[src/rtl/zx_vram_video_fetch.sv]
// ZX Spectrum video fetch: turns pixel-timing coordinates into VRAM bitmap and
// attribute reads, and produces 24-bit RGB with ink/paper/bright/flash decoding
// plus border colour. The 256x192 screen is doubled to 512x384 and placed in a
// 640x480 raster. The VRAM port returns data one clock after the address is
// presented.
module zx_vram_video_fetch #(
    parameter int H_START = 64,
    parameter int V_START = 48
) (
    input  logic        clk,
    input  logic        reset,
    input  logic        de,
    input  logic [9:0]  x,
    input  logic [9:0]  y,
    input  logic        frame_start,
    input  logic [2:0]  border,
    output logic [12:0] vad,
    input  logic [7:0]  vdata,
    output logic [23:0] rgb,
    output logic        rgb_de
);

    // Window limits, widened to 11 bits so H_START+512 never wraps.
    localparam logic [10:0] WIN_X_LO = 11'(H_START);
    localparam logic [10:0] WIN_X_HI = 11'(H_START + 512);
    localparam logic [10:0] PF_X_LO  = 11'(H_START - 16);
    localparam logic [10:0] PF_X_HI  = 11'(H_START + 496);
    localparam logic [10:0] WIN_Y_LO = 11'(V_START);
    localparam logic [10:0] WIN_Y_HI = 11'(V_START + 384);

    // Offsets used to derive cell/phase, ZX line and the shift cadence.
    localparam logic [9:0]  PF_OFS   = 10'(H_START - 16);
    localparam logic [9:0]  X_OFS    = 10'(H_START);
    localparam logic [9:0]  Y_OFS    = 10'(V_START);

    localparam logic [7:0]  LVL_OFF    = 8'h00;
    localparam logic [7:0]  LVL_NORMAL = 8'hD7;
    localparam logic [7:0]  LVL_BRIGHT = 8'hFF;

    typedef enum logic [2:0] {
        ST_IDLE      = 3'd0,
        ST_BMP_ADDR  = 3'd1,
        ST_ATTR_ADDR = 3'd2,
        ST_WAIT      = 3'd3,
        ST_LOAD      = 3'd4
    } fetch_state_e;

    // One colour component: off, normal or bright intensity.
    function automatic logic [7:0] comp_level(input logic on, input logic bright);
        logic [7:0] lvl;
        if (!on) begin
            lvl = LVL_OFF;
        end else if (bright) begin
            lvl = LVL_BRIGHT;
        end else begin
            lvl = LVL_NORMAL;
        end
        return lvl;
    endfunction

    // ZX colour index is {G,R,B}; output packing is {R,G,B}.
    function automatic logic [23:0] zx_colour(input logic [2:0] c, input logic bright);
        return {comp_level(c[1], bright), comp_level(c[2], bright), comp_level(c[0], bright)};
    endfunction

    // Registers
    fetch_state_e state_q;
    logic [12:0]  vad_q;
    logic [7:0]   fetch_bmp_q;
    logic [7:0]   fetch_attr_q;
    logic [7:0]   shift_q;
    logic [7:0]   attr_q;
    logic [4:0]   flash_q;
    logic [23:0]  rgb_q;
    logic         rgb_de_q;

    // Combinational decode of the current coordinate
    logic [10:0]  x_ext_s;
    logic [10:0]  y_ext_s;
    logic         row_in_win_s;
    logic         in_win_s;
    logic         pf_s;
    logic [4:0]   col_s;
    logic [3:0]   phase_s;
    logic [7:0]   zy_s;
    logic         odd_px_s;
    logic [12:0]  bmp_addr_s;
    logic [12:0]  attr_addr_s;
    logic         load_s;
    logic         shift_tick_s;
    logic         flip_s;
    logic [2:0]   sel_colour_s;
    logic [23:0]  win_rgb_s;
    logic [23:0]  border_rgb_s;

    assign x_ext_s      = {1'b0, x};
    assign y_ext_s      = {1'b0, y};
    assign row_in_win_s = (y_ext_s >= WIN_Y_LO) && (y_ext_s < WIN_Y_HI);
    assign in_win_s     = de && row_in_win_s && (x_ext_s >= WIN_X_LO) && (x_ext_s < WIN_X_HI);
    assign pf_s         = de && row_in_win_s && (x_ext_s >= PF_X_LO) && (x_ext_s < PF_X_HI);

    // u = x - H_START + 16: column in bits [8:4], phase in bits [3:0].
    assign col_s    = 5'((x - PF_OFS) >> 4);
    assign phase_s  = 4'(x - PF_OFS);
    assign zy_s     = 8'((y - Y_OFS) >> 1);
    assign odd_px_s = 1'(x - X_OFS);

    // ZX bitmap layout interleaves thirds, character rows and pixel rows.
    assign bmp_addr_s  = {zy_s[7:6], zy_s[2:0], zy_s[5:3], col_s};
    assign attr_addr_s = {3'b110, zy_s[7:3], col_s};

    // The cell is handed to the display at the last phase of a complete pass.
    assign load_s       = pf_s && (state_q == ST_WAIT) && (phase_s == 4'd15);
    assign shift_tick_s = in_win_s && odd_px_s;

    // Pixel colour selection with flash swap, plus border colour.
    always_comb begin
        flip_s       = attr_q[7] & flash_q[4];
        sel_colour_s = 3'b000;
        if (shift_q[7] ^ flip_s) begin
            sel_colour_s = attr_q[2:0];
        end else begin
            sel_colour_s = attr_q[5:3];
        end
        win_rgb_s    = zx_colour(sel_colour_s, attr_q[6]);
        border_rgb_s = zx_colour(border, 1'b0);
    end

    // Fetch sequencer: one bitmap+attribute read pass per 16-clock cell.
    always_ff @(posedge clk) begin
        if (reset) begin
            state_q      <= ST_IDLE;
            vad_q        <= 13'd0;
            fetch_bmp_q  <= 8'd0;
            fetch_attr_q <= 8'd0;
        end else if (!pf_s) begin
            state_q <= ST_IDLE;
            vad_q   <= 13'd0;
        end else begin
            case (state_q)
                ST_IDLE: begin
                    if (phase_s == 4'd0) begin
                        state_q <= ST_BMP_ADDR;
                        vad_q   <= bmp_addr_s;
                    end else begin
                        state_q <= ST_IDLE;
                        vad_q   <= 13'd0;
                    end
                end
                ST_BMP_ADDR: begin
                    if (phase_s == 4'd1) begin
                        state_q <= ST_ATTR_ADDR;
                        vad_q   <= attr_addr_s;
                    end else begin
                        state_q <= ST_IDLE;
                        vad_q   <= 13'd0;
                    end
                end
                ST_ATTR_ADDR: begin
                    // Bitmap read issued in BMP_ADDR is on vdata now.
                    state_q     <= ST_WAIT;
                    fetch_bmp_q <= vdata;
                end
                ST_WAIT: begin
                    // Attribute read issued in ATTR_ADDR lands one phase later.
                    if (phase_s == 4'd3) begin
                        fetch_attr_q <= vdata;
                    end
                    if (phase_s == 4'd15) begin
                        state_q <= ST_LOAD;
                    end
                end
                ST_LOAD: begin
                    if (phase_s == 4'd0) begin
                        state_q <= ST_BMP_ADDR;
                        vad_q   <= bmp_addr_s;
                    end else begin
                        state_q <= ST_IDLE;
                        vad_q   <= 13'd0;
                    end
                end
                default: begin
                    state_q <= ST_IDLE;
                    vad_q   <= 13'd0;
                end
            endcase
        end
    end

    // Display latches: load a fetched cell, then shift one bit per two pixels.
    always_ff @(posedge clk) begin
        if (reset) begin
            shift_q <= 8'd0;
            attr_q  <= 8'd0;
        end else if (load_s) begin
            shift_q <= fetch_bmp_q;
            attr_q  <= fetch_attr_q;
        end else if (shift_tick_s) begin
            shift_q <= {shift_q[6:0], 1'b0};
        end
    end

    // Flash counter: bit 4 toggles every 16 frames.
    always_ff @(posedge clk) begin
        if (reset) begin
            flash_q <= 5'd0;
        end else if (frame_start) begin
            flash_q <= flash_q + 5'd1;
        end
    end

    // Registered colour output aligned with delayed display enable.
    always_ff @(posedge clk) begin
        if (reset) begin
            rgb_q    <= 24'd0;
            rgb_de_q <= 1'b0;
        end else if (!de) begin
            rgb_q    <= 24'd0;
            rgb_de_q <= 1'b0;
        end else if (in_win_s) begin
            rgb_q    <= win_rgb_s;
            rgb_de_q <= 1'b1;
        end else begin
            rgb_q    <= border_rgb_s;
            rgb_de_q <= 1'b1;
        end
    end

    assign vad    = vad_q;
    assign rgb    = rgb_q;
    assign rgb_de = rgb_de_q;

endmodule

[config.mk]
export PLATFORM = sky130hd
export DESIGN_NAME = zx_vram_video_fetch
export DESIGN_NICKNAME = d
export VERILOG_FILES = /design/src/rtl/zx_vram_video_fetch.sv
export SDC_FILE = /design/constraint.sdc
export NUM_CORES = 1
export LEC_CHECK = 0
export ABC_CLOCK_PERIOD_IN_PS = 2540
export BUFFER_PORTS_ARGS = -buffer_cell sky130_fd_sc_hd__buf_2
export CORE_MARGIN = 5
export CORE_UTILIZATION = 50
export DETAILED_ROUTE_END_ITERATION = 7
export GPL_ROUTABILITY_DRIVEN = 0
export PLACE_DENSITY = 0.77
export SLEW_MARGIN = 5
export SYNTH_ARGS = -nofsm -noshare
export SYNTH_HDL_FRONTEND = slang
export SYNTH_SLANG_ARGS = --single-unit
[constraint.sdc]
create_clock -name clk -period 2.54 [get_ports clk]
set_input_delay 0.508 -clock clk [delete_from_list [all_inputs] [get_ports clk]]
set_output_delay 0.508 -clock clk [all_outputs]
set_load 0.02 [all_outputs]
==> impl_summary.md <==
Status
The flow ran to the end, and the final reports show no timing, DRC or antenna violations.

Detailed routing
Once detail routing completed, the nets flagged for antenna violations numbered 0. Using the TritonRoute via totals, the vias-per-cell ratio works out to 5.37. The first-pass iteration count of the detailed router is 4.

The post-detailed-route wirelength per cell is 13.4 um. After the first detailed-routing iteration, the DRC count stood at 126. The routed layout has 2,250 vias. The DRC violation count after routing is 0. The wire length after detailed routing is 5.61 mm.

Yosys
The number of synthesized register bits is 60. Of the total synthesized cell area, the portion taken by XOR and XNOR cells is 0.0356. The mean instance size in the synthesized netlist is 9.26 um^2. During synthesis, Yosys emitted a total of 0 warnings.

Of the total synthesized cell area, the portion taken by AND, OR, NAND and NOR gates is 0.165. The dominant combinational cell family by area after synthesis is simple AND/OR/NAND/NOR gates. The compound-cell area share of the yosys netlist is 0.131. The share of synthesized flip-flops with an asynchronous set or reset is 0. The synthesized design contains 0 enable-type register cells. The mux share of post-synthesis cell area is 0.115. The synthesized net count is 331. For this run, the register share of the synthesized area comes to 0.444. Yosys mapped the design onto 40 distinct sky130hd cell types. The post-synth design cell area is 2700 um^2. Synthesis produced 292 cells.

Of the total synthesized cell area, the portion taken by full adders, half adders and majority gates is 0.0185. The commonest register cell after synthesis is sky130_fd_sc_hd__dfxtp_1.

Placement
The post-detailed-placement half-perimeter wirelength is 4.15 mm. The count of buffers added on input and output ports is 71.

Hold path
The kind of path behind the tightest hold check is in -> reg. Counting instances, the worst hold path has a depth of 3.

STA
Between clock sinks in the finished design, the worst skew comes to 0.00655 ns. Setup violations remaining at the end of the flow were counted as 0. Adding up every negative setup slack in the final design gives 0 ns. The final worst-path cycle share is 0.791. The post-layout minimum cycle time is 2.01 ns. The final hold violation count was 0. The maximum clock frequency is 498 MHz.

The max-slew violation count is 0. Setup repair after global routing left no endpoint under its margin. The worst-margin pin slew is 0.573 ns. Measured against its own limit, the worst slew margin works out to 0.607.

Global routing
The maximum number of pins on one net before global-route repair is 41. The initial antenna violation count is 0. The global-route wire length before repair is 9.40 mm. In this run the most used layer during global routing was met2. In the global route stage, met3 resource usage came out at 0.0652.

The global router's overall resource usage is 0.165. For met2 alone, demand over resource in global routing was 0.265. The number of global-route vias before repair is 2,101. The final global-route overflow total is 0. The met1 layer usage reported by global route is 0.196.

Clock tree
The register clock-pin slew on the reported worst setup and hold paths is 0.07 ns. The CTS H-tree depth is 3. The post-CTS setup repair buffer count is 0. Clock latency on the worst-skew pair, taken at its later pin, is 0.33 ns. Counting every sink on the clock net gives 60.

In this run, CTS created clock tree buffers numbering 9. The root buffer cell chosen for the clock tree is sky130_fd_sc_hd__clkbuf_8. The number of buffers added to fix hold violations after cts is 0. Once the clock tree was built, the resizer swapped 0 gates to a different size. The clock passes through at most 2 buffers. The clock tree from TritonCTS is done.

Layout
The layout has 451 filler cells. The share of final-layout standard cells stronger than drive strength 1 is 0.275. The net total in the final layout is 383. The most common library cell in the layout ignoring fill and taps is sky130_fd_sc_hd__buf_2. Relative to the synthesized area, the layout overhead comes to 18.3%. The repair_antennas step left the layout with diodes totalling 0. The top cell types in the final layout, fill and taps aside, are sky130_fd_sc_hd__buf_2, sky130_fd_sc_hd__dfxtp_1, sky130_fd_sc_hd__nand2_1.

Critical path
The sort of element at the end of the critical path is a flip-flop. The element type at the critical path start is an input pin. The required time of the critical path is 2.81 ns. The worst reg2reg path depth is 6.

The highest net fanout along the worst path is 17. The critical path is of the in -> reg type. The arrival time reported for the critical path endpoint is 2.27 ns.

Power
Internal power comes to 1.66 mW. For this design the ratio of total power to cell area is 664 nW/um^2. Of the total power, the share spent switching nets is 0.217. The static leakage is 1.45 nW. Of the total power, the clock network draws 0.475. Of the total power, registers draw 0.449. The net switching power of the design is 0.461 mW.

VDD sags by at most 404 uV. The share of total power dissipated in combinational logic is 0.075. Summing internal, switching and leakage power gives 2.12 mW.

Floorplan
The area of the core region is 5170 um^2. The floorplan has 26 rows. The floorplan step set the die width to 83.5 um.

For this configuration, the core starts out at a cell density of 0.522. For this design the top-level I/O count stands at 73. In this run the vertical extent of the chip is 83.5 um. The die covers 6980 um^2.

Run
The max capacitance violation total is 0.
cell type report:
class                   instances  area (um^2)  share of cell area
well taps                      70         87.6              0.0274
inverters                       5         18.8             0.00587
clock buffers                  12          135              0.0423
clock inverters                 4         97.6              0.0305
flip-flops and latches         60         1200               0.376
multi-input cells             191         1260               0.393
repair buffers                 77          400               0.125
power by group through the flow:
stage                     sequential [mW]  combinational, mW  clock [mW]
after floorplan                     0.979              0.106           0
after global placement              0.974              0.158           0
after detailed placement            0.975              0.160           0
after CTS                           0.954              0.161        1.02
after global routing                0.954              0.178        1.08
final                               0.954              0.160        1.01
cell usage after synthesis, types with 5 or more instances:
cell                        n  area, um^2
sky130_fd_sc_hd__dfxtp_1   60        1200
sky130_fd_sc_hd__nand2_1   38         143
sky130_fd_sc_hd__mux2i_1   30         300
sky130_fd_sc_hd__nor2_1    25        93.8
sky130_fd_sc_hd__buf_4     19         143
sky130_fd_sc_hd__clkbuf_1  10        37.5
sky130_fd_sc_hd__nand3_1    9        45.0
sky130_fd_sc_hd__a21oi_1    8        40.0
sky130_fd_sc_hd__a22oi_1    8        60.1
sky130_fd_sc_hd__o21ai_0    8        40.0
sky130_fd_sc_hd__a31oi_1    7        43.8
sky130_fd_sc_hd__o41ai_1    7        61.3
sky130_fd_sc_hd__xor2_1     7        61.3
sky130_fd_sc_hd__inv_1      5        18.8
kinds of logic (layout without fill, tap and decap cells):
kind of cell,Yosys count,count (layout)
buf+inv,41,98
flops,60,60
xor+xnor,11,11
fa+ha+maj,4,4
mux,31,31
compound gates,50,50
simple gates,95,95
registers in the layout, summed over array words and instances, names as in the netlist:
name and count:
fetch_bmp_q 8, rgb_de 1, flash_q 5, attr_q 8, rgb 6, state_q 3
fetch_attr_q 8, shift_q 8, vad 13
per-layer routing:
metal	vias to the layer above	part of all wire
li1	1120	-
met1	1048	0.45
met2	71	0.46
met3	11	0.077
met4	0	0.018
met5	-	0
worst max-delay path, stage by stage:
cell                      delay [ns]
sky130_fd_sc_hd__buf_2          0.11
sky130_fd_sc_hd__ha_1           0.24
sky130_fd_sc_hd__nor4_2         0.28
sky130_fd_sc_hd__xor2_1         0.47
sky130_fd_sc_hd__or3_1          0.19
sky130_fd_sc_hd__buf_4          0.25
sky130_fd_sc_hd__mux2i_1        0.21
stage by stage:
stage	setup slack, ns	hold slack, ns	cell area [um^2]	cells	util
2_1_floorplan	0.442	0.435	2700	292	-
3_3_place_gp	0.235	0.447	2960	403	0.573
3_5_place_dp	0.173	0.453	2960	403	0.573
4_1_cts	0.530	0.405	3200	419	0.618
5_1_grt	0.369	0.431	3200	419	0.618
6_report	0.532	0.414	3200	419	0.618
path summary, 6_finish.rpt:
kind / start / slack, ns / to
max: x[4] / 0.53 / attr_q[1]
min: y[3] / 0.41 / vad[10]
max reg2reg: state_q[1] / 0.71 / fetch_attr_q[3]
min reg2reg: fetch_bmp_q[2] / 0.46 / fetch_bmp_q[2]
(Power assumes the default switching activity.)
